**config.mk**
```make
export PLATFORM = sky130hd
export DESIGN_NAME = wshb_arbiter
export DESIGN_NICKNAME = d
export VERILOG_FILES = /design/src/rtl/wshb_arbiter.sv
export SDC_FILE = /design/constraint.sdc
export NUM_CORES = 1
export LEC_CHECK = 0
export CAP_MARGIN = 20
export CORE_AREA = 2 2 121 123
export DETAILED_ROUTE_END_ITERATION = 16
export DIE_AREA = 0 0 123 125
export DONT_BUFFER_PORTS = 1
export GPL_ROUTABILITY_DRIVEN = 0
export GPL_TIMING_DRIVEN = 1
export PLACE_DENSITY_LB_ADDON = 0.15
export REMOVE_ABC_BUFFERS = 1
export SETUP_SLACK_MARGIN = 0.4
export SLEW_MARGIN = 0
export SYNTH_ARGS = -nofsm -noshare
export SYNTH_HDL_FRONTEND = slang
export SYNTH_SLANG_ARGS = --single-unit
```
**constraint.sdc**
```tcl
create_clock -name clk -period 3 [get_ports clk]
set_input_delay 0.45 -clock clk [delete_from_list [all_inputs] [get_ports clk]]
set_output_delay 0.45 -clock clk [all_outputs]
set_load 0.05 [all_outputs]
```
**src/rtl/wshb_arbiter.sv**
```systemverilog
`default_nettype none
// ============================================================================
//  Module      : wshb_arbiter
//  Description : Two-master, one-slave Wishbone arbiter for the shared SDRAM
//                port. Round-robin grant with a per-grant ack quota so a
//                master that holds cyc forever cannot starve the other one.
//  Revision    : 1.0 - initial release
// ============================================================================
module wshb_arbiter #(
  parameter int QUOTA = 64,
  parameter int AW    = 32,
  parameter int DW    = 32
) (
  input  logic            clk,
  input  logic            rst,
  // master 0 (display reader)
  input  logic            m0_cyc,
  input  logic            m0_stb,
  input  logic            m0_we,
  input  logic [AW-1:0]   m0_adr,
  input  logic [DW/8-1:0] m0_sel,
  input  logic [DW-1:0]   m0_dat_ms,
  output logic [DW-1:0]   m0_dat_sm,
  output logic            m0_ack,
  // master 1 (frame writer)
  input  logic            m1_cyc,
  input  logic            m1_stb,
  input  logic            m1_we,
  input  logic [AW-1:0]   m1_adr,
  input  logic [DW/8-1:0] m1_sel,
  input  logic [DW-1:0]   m1_dat_ms,
  output logic [DW-1:0]   m1_dat_sm,
  output logic            m1_ack,
  // slave
  output logic            s_cyc,
  output logic            s_stb,
  output logic            s_we,
  output logic [AW-1:0]   s_adr,
  output logic [DW/8-1:0] s_sel,
  output logic [DW-1:0]   s_dat_ms,
  input  logic [DW-1:0]   s_dat_sm,
  input  logic            s_ack,
  // status
  output logic [1:0]      gnt
);

  typedef enum logic [1:0] {
    ST_IDLE   = 2'd0,
    ST_GNT0   = 2'd1,
    ST_GNT1   = 2'd2,
    ST_SWITCH = 2'd3
  } state_t;

  // Nine bits so that a saturated count of 255 plus one still compares correctly.
  localparam logic [8:0] C_QUOTA = 9'(QUOTA);

  state_t     state_q, state_d;
  logic       last_q, last_d;
  logic [7:0] ack_cnt_q, ack_cnt_d;
  logic       quota_hit;

  // Quota reached on the ack currently being delivered.
  always_comb begin
    quota_hit = (({1'b0, ack_cnt_q} + 9'd1) >= C_QUOTA);
  end

  // Next-state, last-grant and ack-counter logic.
  always_comb begin
    state_d   = state_q;
    last_d    = last_q;
    ack_cnt_d = ack_cnt_q;
    case (state_q)
      ST_IDLE: begin
        if (m0_cyc && m1_cyc) begin
          state_d = last_q ? ST_GNT0 : ST_GNT1;
        end else if (m0_cyc) begin
          state_d = ST_GNT0;
        end else if (m1_cyc) begin
          state_d = ST_GNT1;
        end
      end
      ST_GNT0: begin
        if (!m0_cyc) begin
          state_d = ST_IDLE;
        end else if (s_ack && quota_hit && m1_cyc) begin
          state_d = ST_SWITCH;
        end else if (s_ack && (ack_cnt_q != 8'hFF)) begin
          ack_cnt_d = ack_cnt_q + 8'd1;
        end
      end
      ST_GNT1: begin
        if (!m1_cyc) begin
          state_d = ST_IDLE;
        end else if (s_ack && quota_hit && m0_cyc) begin
          state_d = ST_SWITCH;
        end else if (s_ack && (ack_cnt_q != 8'hFF)) begin
          ack_cnt_d = ack_cnt_q + 8'd1;
        end
      end
      ST_SWITCH: begin
        // Prefer the master that did not hold the previous grant.
        if (!last_q) begin
          if (m1_cyc)      state_d = ST_GNT1;
          else if (m0_cyc) state_d = ST_GNT0;
          else             state_d = ST_IDLE;
        end else begin
          if (m0_cyc)      state_d = ST_GNT0;
          else if (m1_cyc) state_d = ST_GNT1;
          else             state_d = ST_IDLE;
        end
      end
      default: state_d = ST_IDLE;
    endcase

    // A fresh grant restarts the quota and records its owner.
    if ((state_q == ST_IDLE || state_q == ST_SWITCH) &&
        (state_d == ST_GNT0 || state_d == ST_GNT1)) begin
      ack_cnt_d = 8'd0;
      last_d    = (state_d == ST_GNT1);
    end
  end

  // State registers with synchronous reset; master 0 wins the first tie.
  always_ff @(posedge clk) begin
    if (rst) begin
      state_q   <= ST_IDLE;
      last_q    <= 1'b1;
      ack_cnt_q <= 8'd0;
    end else begin
      state_q   <= state_d;
      last_q    <= last_d;
      ack_cnt_q <= ack_cnt_d;
    end
  end

  // Bus multiplexing: pass the granted master through, everything low otherwise.
  always_comb begin
    s_cyc     = 1'b0;
    s_stb     = 1'b0;
    s_we      = 1'b0;
    s_adr     = '0;
    s_sel     = '0;
    s_dat_ms  = '0;
    m0_ack    = 1'b0;
    m1_ack    = 1'b0;
    m0_dat_sm = '0;
    m1_dat_sm = '0;
    gnt       = 2'b00;
    case (state_q)
      ST_GNT0: begin
        s_cyc     = m0_cyc;
        s_stb     = m0_stb;
        s_we      = m0_we;
        s_adr     = m0_adr;
        s_sel     = m0_sel;
        s_dat_ms  = m0_dat_ms;
        m0_ack    = s_ack;
        m0_dat_sm = s_dat_sm;
        m1_dat_sm = s_dat_sm;
        gnt       = 2'b01;
      end
      ST_GNT1: begin
        s_cyc     = m1_cyc;
        s_stb     = m1_stb;
        s_we      = m1_we;
        s_adr     = m1_adr;
        s_sel     = m1_sel;
        s_dat_ms  = m1_dat_ms;
        m1_ack    = s_ack;
        m0_dat_sm = s_dat_sm;
        m1_dat_sm = s_dat_sm;
        gnt       = 2'b10;
      end
      default: ;
    endcase
  end

endmodule
`default_nettype wire

```
==> flow_summary.ini, run 1 <==
[run_status]
status = finished, final reports clean

[critical_path]
worstPathRequired_ns = 2.55
cp-endpoint = s_dat_ms[27]
cp_slowest_cell = ha_2
startpoint_type = register
max_stage_delay_ns = 0.49
critPathCaptureType = primary output
path_max_fanout = 48
crit_start = state_q[1]
crit_path_cell_trace = inv_1 -> ha_2 -> bufbuf_16 -> nor2b_1 -> buf_4
reg2reg_slack_ns = 0.60
critPathArrivalTime_ns = 2.03
r2r_end = ack_cnt_q[7]
crit-reg2reg-launch = state_q[0]
worstSetupPathType = register to primary output
worst-r2r-cell-count = 8

[timing]
max_clock_freq_mhz = 402.4
rsz0062_at_grt = yes
relSlewSlack = 0.5882
slew_violations = 0
worstMarginPinSlew_ns = 0.6176
finalSetupViolations = 0
hold_viol = 0
finClkSkew_ns = 0.003684
fin_crit_ns = 2.485
tns_ns = 0
period_share = 0.8283

[final_layout]
area_growth_pct = 40.73
final_cell_mix = buf_4 (111), nor2b_1 (71), a22oi_1 (70)
final_util = 0.2267
n_fill_cell = 1607
final_common_cell = buf_4
drive_above_1_share = 0.3607
nets = 563

[detailed_routing]
route.vias.total = 2702
viasPerCell = 4.757
route.met3.wl_um = 2259
ant_nets = 0
wl_per_cell_um = 25.24
drtPass1Iterations = 4
finalWirelength_um = 14340
route.detailed.drc = 0
wl_met2_um = 6717
top_layer_used = met5
wl_met1_um = 5266
drtIter0Drc = 151

[logic_synthesis]
postSynthCellCount = 320
async_flop_share = 0
synth_seq_cells = 11
yosys_warnings = 0
synth_cell_types = 42
synth_edf_count = 0
synth.cell_area_um2 = 2288
synth.avg_cell_area_um2 = 7.151
yosysSeqAreaShare = 0.09623
synth_ff_type = dfxtp_1

[floorplanning]
io_pins = 316
row_count = 44
die_h_um = 125
initial_core_util = 0.1611
die_w_um = 123
dieArea_um2 = 15380
coreArea_um2 = 14200

[global_route]
antenna_found_initial = 14
grt_overflow_total = 0
grt_max_degree = 49
track_usage = 0.1704
grt_pass1_vias = 2540
grt_first_pass_wirelength_um = 19020

[clocking]
clock_latency_ns = 0.24
path_clk_slew_ns = 0.04
cts.sinks = 11
h-tree-depth = 1
clockBufferDepth = 2
cts_buffers = 3
cts_tree = built
root_buffer = clkbuf_16

[worst_hold_path]
hold_class = input pin to register

[place]
io_buffers = 0
dpl.hpwl_um = 11980

[flow_run]
drv_cap = 0
worst min-delay path by stage:
stage / from / to / slack [ns] / depth (start not counted)
after floorplan: ack_cnt_q[7] / ack_cnt_q[7] / 0.48 / 2
after global placement: ack_cnt_q[7] / ack_cnt_q[7] / 0.51 / 2
after detailed placement: ack_cnt_q[7] / ack_cnt_q[7] / 0.52 / 2
after CTS: rst / state_q[1] / 0.28 / 1
after global routing: rst / state_q[1] / 0.26 / 1
final: rst / state_q[1] / 0.27 / 1
metal layers:
layer | vias to the layer above | global-route usage
li1 | 1239 | -
met1 | 1272 | 0.2002
met2 | 169 | 0.2688
met3 | 12 | 0.1122
met4 | 10 | 0.01604
met5 | - | 0
state kept, by name, summed over array words and instances, names as in the netlist:
signal     cells
state_q        2
ack_cnt_q      8
last_q         1
worst max-delay path, delay by kind of cell (launching register included):
family	cells	cell delay [ns]
buffers and inverters	3	0.71
flip-flops	1	0.38
adder cells (fa/ha/maj)	1	0.49
AND/OR/NAND/NOR	1	0.20
synthesized netlist by cell type, types with 3 or more instances:
| cell | n | share of area |
|---|---|---|
| nand2_1 | 3 | 0.0049 |
| a22o_1 | 3 | 0.011 |
| ha_1 | 8 | 0.044 |
| nand3_1 | 3 | 0.0066 |
| clkbuf_1 | 27 | 0.044 |
| nor2_1 | 4 | 0.0066 |
| dfxtp_1 | 11 | 0.096 |
| inv_1 | 3 | 0.0049 |
| nor2b_1 | 71 | 0.19 |
| buf_4 | 32 | 0.10 |
| and2_1 | 36 | 0.098 |
| a21oi_1 | 5 | 0.011 |
| a22oi_1 | 70 | 0.23 |
| nand2b_1 | 3 | 0.0082 |
| or3_1 | 4 | 0.011 |
| nor3_1 | 3 | 0.0066 |
| o21ai_0 | 5 | 0.011 |
logic make-up (layout without fill, tap and decap cells):
kind of cell | after synthesis | count (layout) | synth area share
XOR/XNOR | 1 | 1 | 0.003828
flip-flops | 11 | 11 | 0.09623
other | 0 | 7 | 0
buffers and inverters | 65 | 122 | 0.1629
AO/OA/AOI/OAI | 98 | 98 | 0.3231
multiplexers | 2 | 2 | 0.009295
adder cells (fa/ha/maj) | 8 | 8 | 0.04374
AND/OR/NAND/NOR | 135 | 135 | 0.3609
layout make-up:
type                            instances  area, µm²  area share
Inverter                                3      11.26    0.003497
Clock buffer                            4      78.83     0.02448
Tap cell                              184      230.2     0.07148
Multi-Input combinational cell        244       1744      0.5416
Sequential cell                        11      222.7     0.06915
Antenna cell                            7      17.52    0.005439
Timing Repair Buffer                  115      915.9      0.2844
per-stage QoR:
| step | setup slack, ns | hold WS, ns | instance area, µm² | std cells |
|---|---|---|---|---|
| 6_report | 0.5151 | 0.2719 | 3221 | 568 |
| 3_5_place_dp | 0.3773 | 0.5162 | 3035 | 555 |
| 3_3_place_gp | 0.4462 | 0.5053 | 3035 | 555 |
| 2_1_floorplan | -0.7718 | 0.4777 | 1927 | 258 |
| 5_1_grt | 0.3706 | 0.2624 | 3206 | 562 |
| 4_1_cts | 0.3962 | 0.2762 | 3169 | 561 |
timing repair:
action	4_1_cts	5_1_grt
endpoints found under the setup margin	87	104
hold buffers	0	0
gates resized for setup	2	8
setup buffers	1	0
cloned	1	0
pin swaps	0	1
Power of run 1 is left out: the tool's default activity adds up to more than one toggle a clock period on the data nets, which glitch-free logic cannot reach.
==> run 2, diff against run 1 <==
==> constraint.sdc (replaced) <==
create_clock -name clk -period 2.4 [get_ports clk]
set_input_delay 0.36 -clock clk [delete_from_list [all_inputs] [get_ports clk]]
set_output_delay 0.36 -clock clk [all_outputs]
set_load 0.05 [all_outputs]
==> run 2 against run 1 <==
  * Setup slack worse by 0.35 ns
  * Hold slack got worse by 0.089 ns
  * Register-to-register slack got worse by 0.43 ns
  * Sequential share of layout area fell by 2.5 points
  * Critical endpoint is now ack_cnt_q[6]
  * Via count rose by 9.7%
  * Clock skew shrank 0.0014 ns
==> flow_summary.ini, run 2 (synthesis gave the netlist of run 1 again) <==
[timing]
slew_violations = 0
finalSetupViolations = 0
relSlewSlack = 0.6451
max_clock_freq_mhz = 448.0
period_share = 0.9301
hold_viol = 0
worstMarginPinSlew_ns = 0.5336
finClkSkew_ns = 0.002273
whs_ns = 0.1832
rsz0062_at_grt = yes
fin_crit_ns = 2.232

[power]
total_power_w = 0.01104
seq_power_share = 0.023
p_switching_w = 0.006210
p_per_area_nw_per_um2 = 2161
p_int_w = 0.004828
combPwrFrac = 0.948
p_sw_frac = 0.5626
cellLeakagePower_nw = 1.838
peakVddDrop_uv = 666.3
pwr-share-clk = 0.029

[clocking]
cts_tree = built
h-tree-depth = 1
cts.sinks = 11
cts_buffers = 3
root_buffer = clkbuf_16
clock_latency_ns = 0.24
path_clk_slew_ns = 0.05
clockBufferDepth = 2

[critical_path]
path_buf_inv = 1
path_delay_family = compound AO/OA/AOI/OAI gates
critPathCaptureType = register
cp_slowest_cell = dfxtp_2
path_max_fanout = 8
startpoint_type = register
max_stage_delay_ns = 0.32
crit_path_cell_trace = buf_6 -> ha_4 -> a22o_1 -> a32o_2 -> o31ai_4 -> ha_1 -> nor2_2 -> or2_4 -> o21ba_2
reg2reg_slack_ns = 0.17
critPathArrivalTime_ns = 2.37
worst-r2r-cell-count = 9
r2r_end = ack_cnt_q[6]
crit-reg2reg-launch = state_q[0]
worstSetupPathType = register to register
worstPathRequired_ns = 2.53

[final_layout]
largest_reg_flops = 8
fin_area_um2 = 5107
final_cells = 610
n_fill_cell = 1483
drive_above_1_share = 0.6934
reg_top3 = ack_cnt_q (8), state_q (2), last_q (1)
final_util = 0.3596
final_cell_mix = buf_6 (82), a22oi_2 (58), nor2b_1 (54)
area_growth_pct = 123.2
nets = 610
top_register = ack_cnt_q
final_common_cell = buf_6

[flow_run]
drv_cap = 0

[detailed_routing]
drtPass1Iterations = 4
ant_nets = 0
route.vias.total = 2964
route.detailed.drc = 0
finalWirelength_um = 16540
drtIter0Drc = 210
wl_per_cell_um = 27.12
viasPerCell = 4.859

[global_route]
grt_overflow_total = 0
track_usage = 0.1883
grt_first_pass_wirelength_um = 20870
grt_pass1_vias = 2868
grt_max_degree = 36
antenna_found_initial = 5

[place]
io_buffers = 0
dp.cells = 572
dpl.hpwl_um = 11880
place_area_um2 = 3501

[floorplanning]
io_pins = 316
coreArea_um2 = 14200
initial_core_util = 0.1611
row_count = 44
die_h_um = 125
die_w_um = 123
dieArea_um2 = 15380

[worst_hold_path]
holdPathStages = 1
hold_class = input pin to register
whs_endpoint = state_q[0]
hp-start = rst

[run_status]
status = finished, final reports clean
[run 2: cell types whose count changed in the layout (fill, tap and decap cells not counted), moves of 5 or more]
cell,previous run,this run
and2_4,0,25
buf_6,0,82
diode_2,7,2
buf_4,111,24
buf_16,0,9
buf_12,1,36
a22oi_1,70,12
nor2b_1,71,54
nor2b_2,0,15
a22oi_2,0,58
clkbuf_16,3,10
and2_1,36,11
[run 2: stage by stage]
| stage | worst slack [ns] | setup TNS (ns) |
|---|---|---|
| floorplan | -1.372 | -125.42 |
| global placement | 0.03076 | 0 |
| detailed placement | -0.05209 | -0.05209 |
| CTS | 0.1904 | 0 |
| global route | 0.07172 | 0 |
| finish | 0.1677 | 0 |
[run 2: worst reg2reg max path, stage by stage, from the launching register on]
cell	delay, ns
dfxtp_2	0.32
buf_6	0.12
ha_4	0.18
a22o_1	0.22
a32o_2	0.24
o31ai_4	0.27
ha_1	0.29
nor2_2	0.13
or2_4	0.19
o21ba_2	0.17
[run 2: final cells by class]
cell class	instances	area [µm²]	share of cell area
Sequential cell	11	226.5	0.04434
Clock inverter	1	5.005	0.0009799
Multi-Input combinational cell	245	2252	0.4410
Inverter	3	13.76	0.002695
Timing Repair Buffer	161	2300	0.4503
Antenna cell	2	5.005	0.0009799
Tap cell	184	230.2	0.04508
Clock buffer	3	75.07	0.01470
[run 2: worst max-delay path by stage]
stage / depth (start not counted) / start / slack, ns / endpoint
floorplan: 9 / state_q[1] / -1.37 / ack_cnt_q[6]
global placement: 10 / ack_cnt_q[0] / 0.03 / ack_cnt_q[6]
detailed placement: 9 / ack_cnt_q[0] / -0.05 / ack_cnt_q[6]
CTS: 9 / state_q[0] / 0.19 / ack_cnt_q[6]
global route: 10 / ack_cnt_q[1] / 0.07 / ack_cnt_q[6]
finish: 9 / state_q[0] / 0.17 / ack_cnt_q[6]
[run 2: per-layer routing]
metal	track usage	vias to the layer above	wire length (µm)
li1	-	1334	-
met1	0.2424	1426	6350
met2	0.3029	178	8213
met3	0.07254	20	1671
met4	0.02941	6	266
met5	0	-	40
[run 2: repair_timing]
action,4_1_cts,5_1_grt
endpoints found under the setup margin,143,130
hold endpoints to repair,0,0
gates resized for setup,124,117
pin swaps,13,15
buffers inserted,12,3
cloned,9,8
hold buffers,0,0
[run 2: power groups by stage]
stage | Clock [W] | Combinational [W] | Sequential (W)
final | 0.000316 | 0.0105 | 0.000255
after global routing | 0.000334 | 0.0109 | 0.000259
after CTS | 0.000325 | 0.00949 | 0.000250
after detailed placement | 0 | 0.00787 | 0.000236
after global placement | 0 | 0.00785 | 0.000235
after floorplan | 0 | 0.00507 | 0.000246
Power figures use the tool's default switching activity.
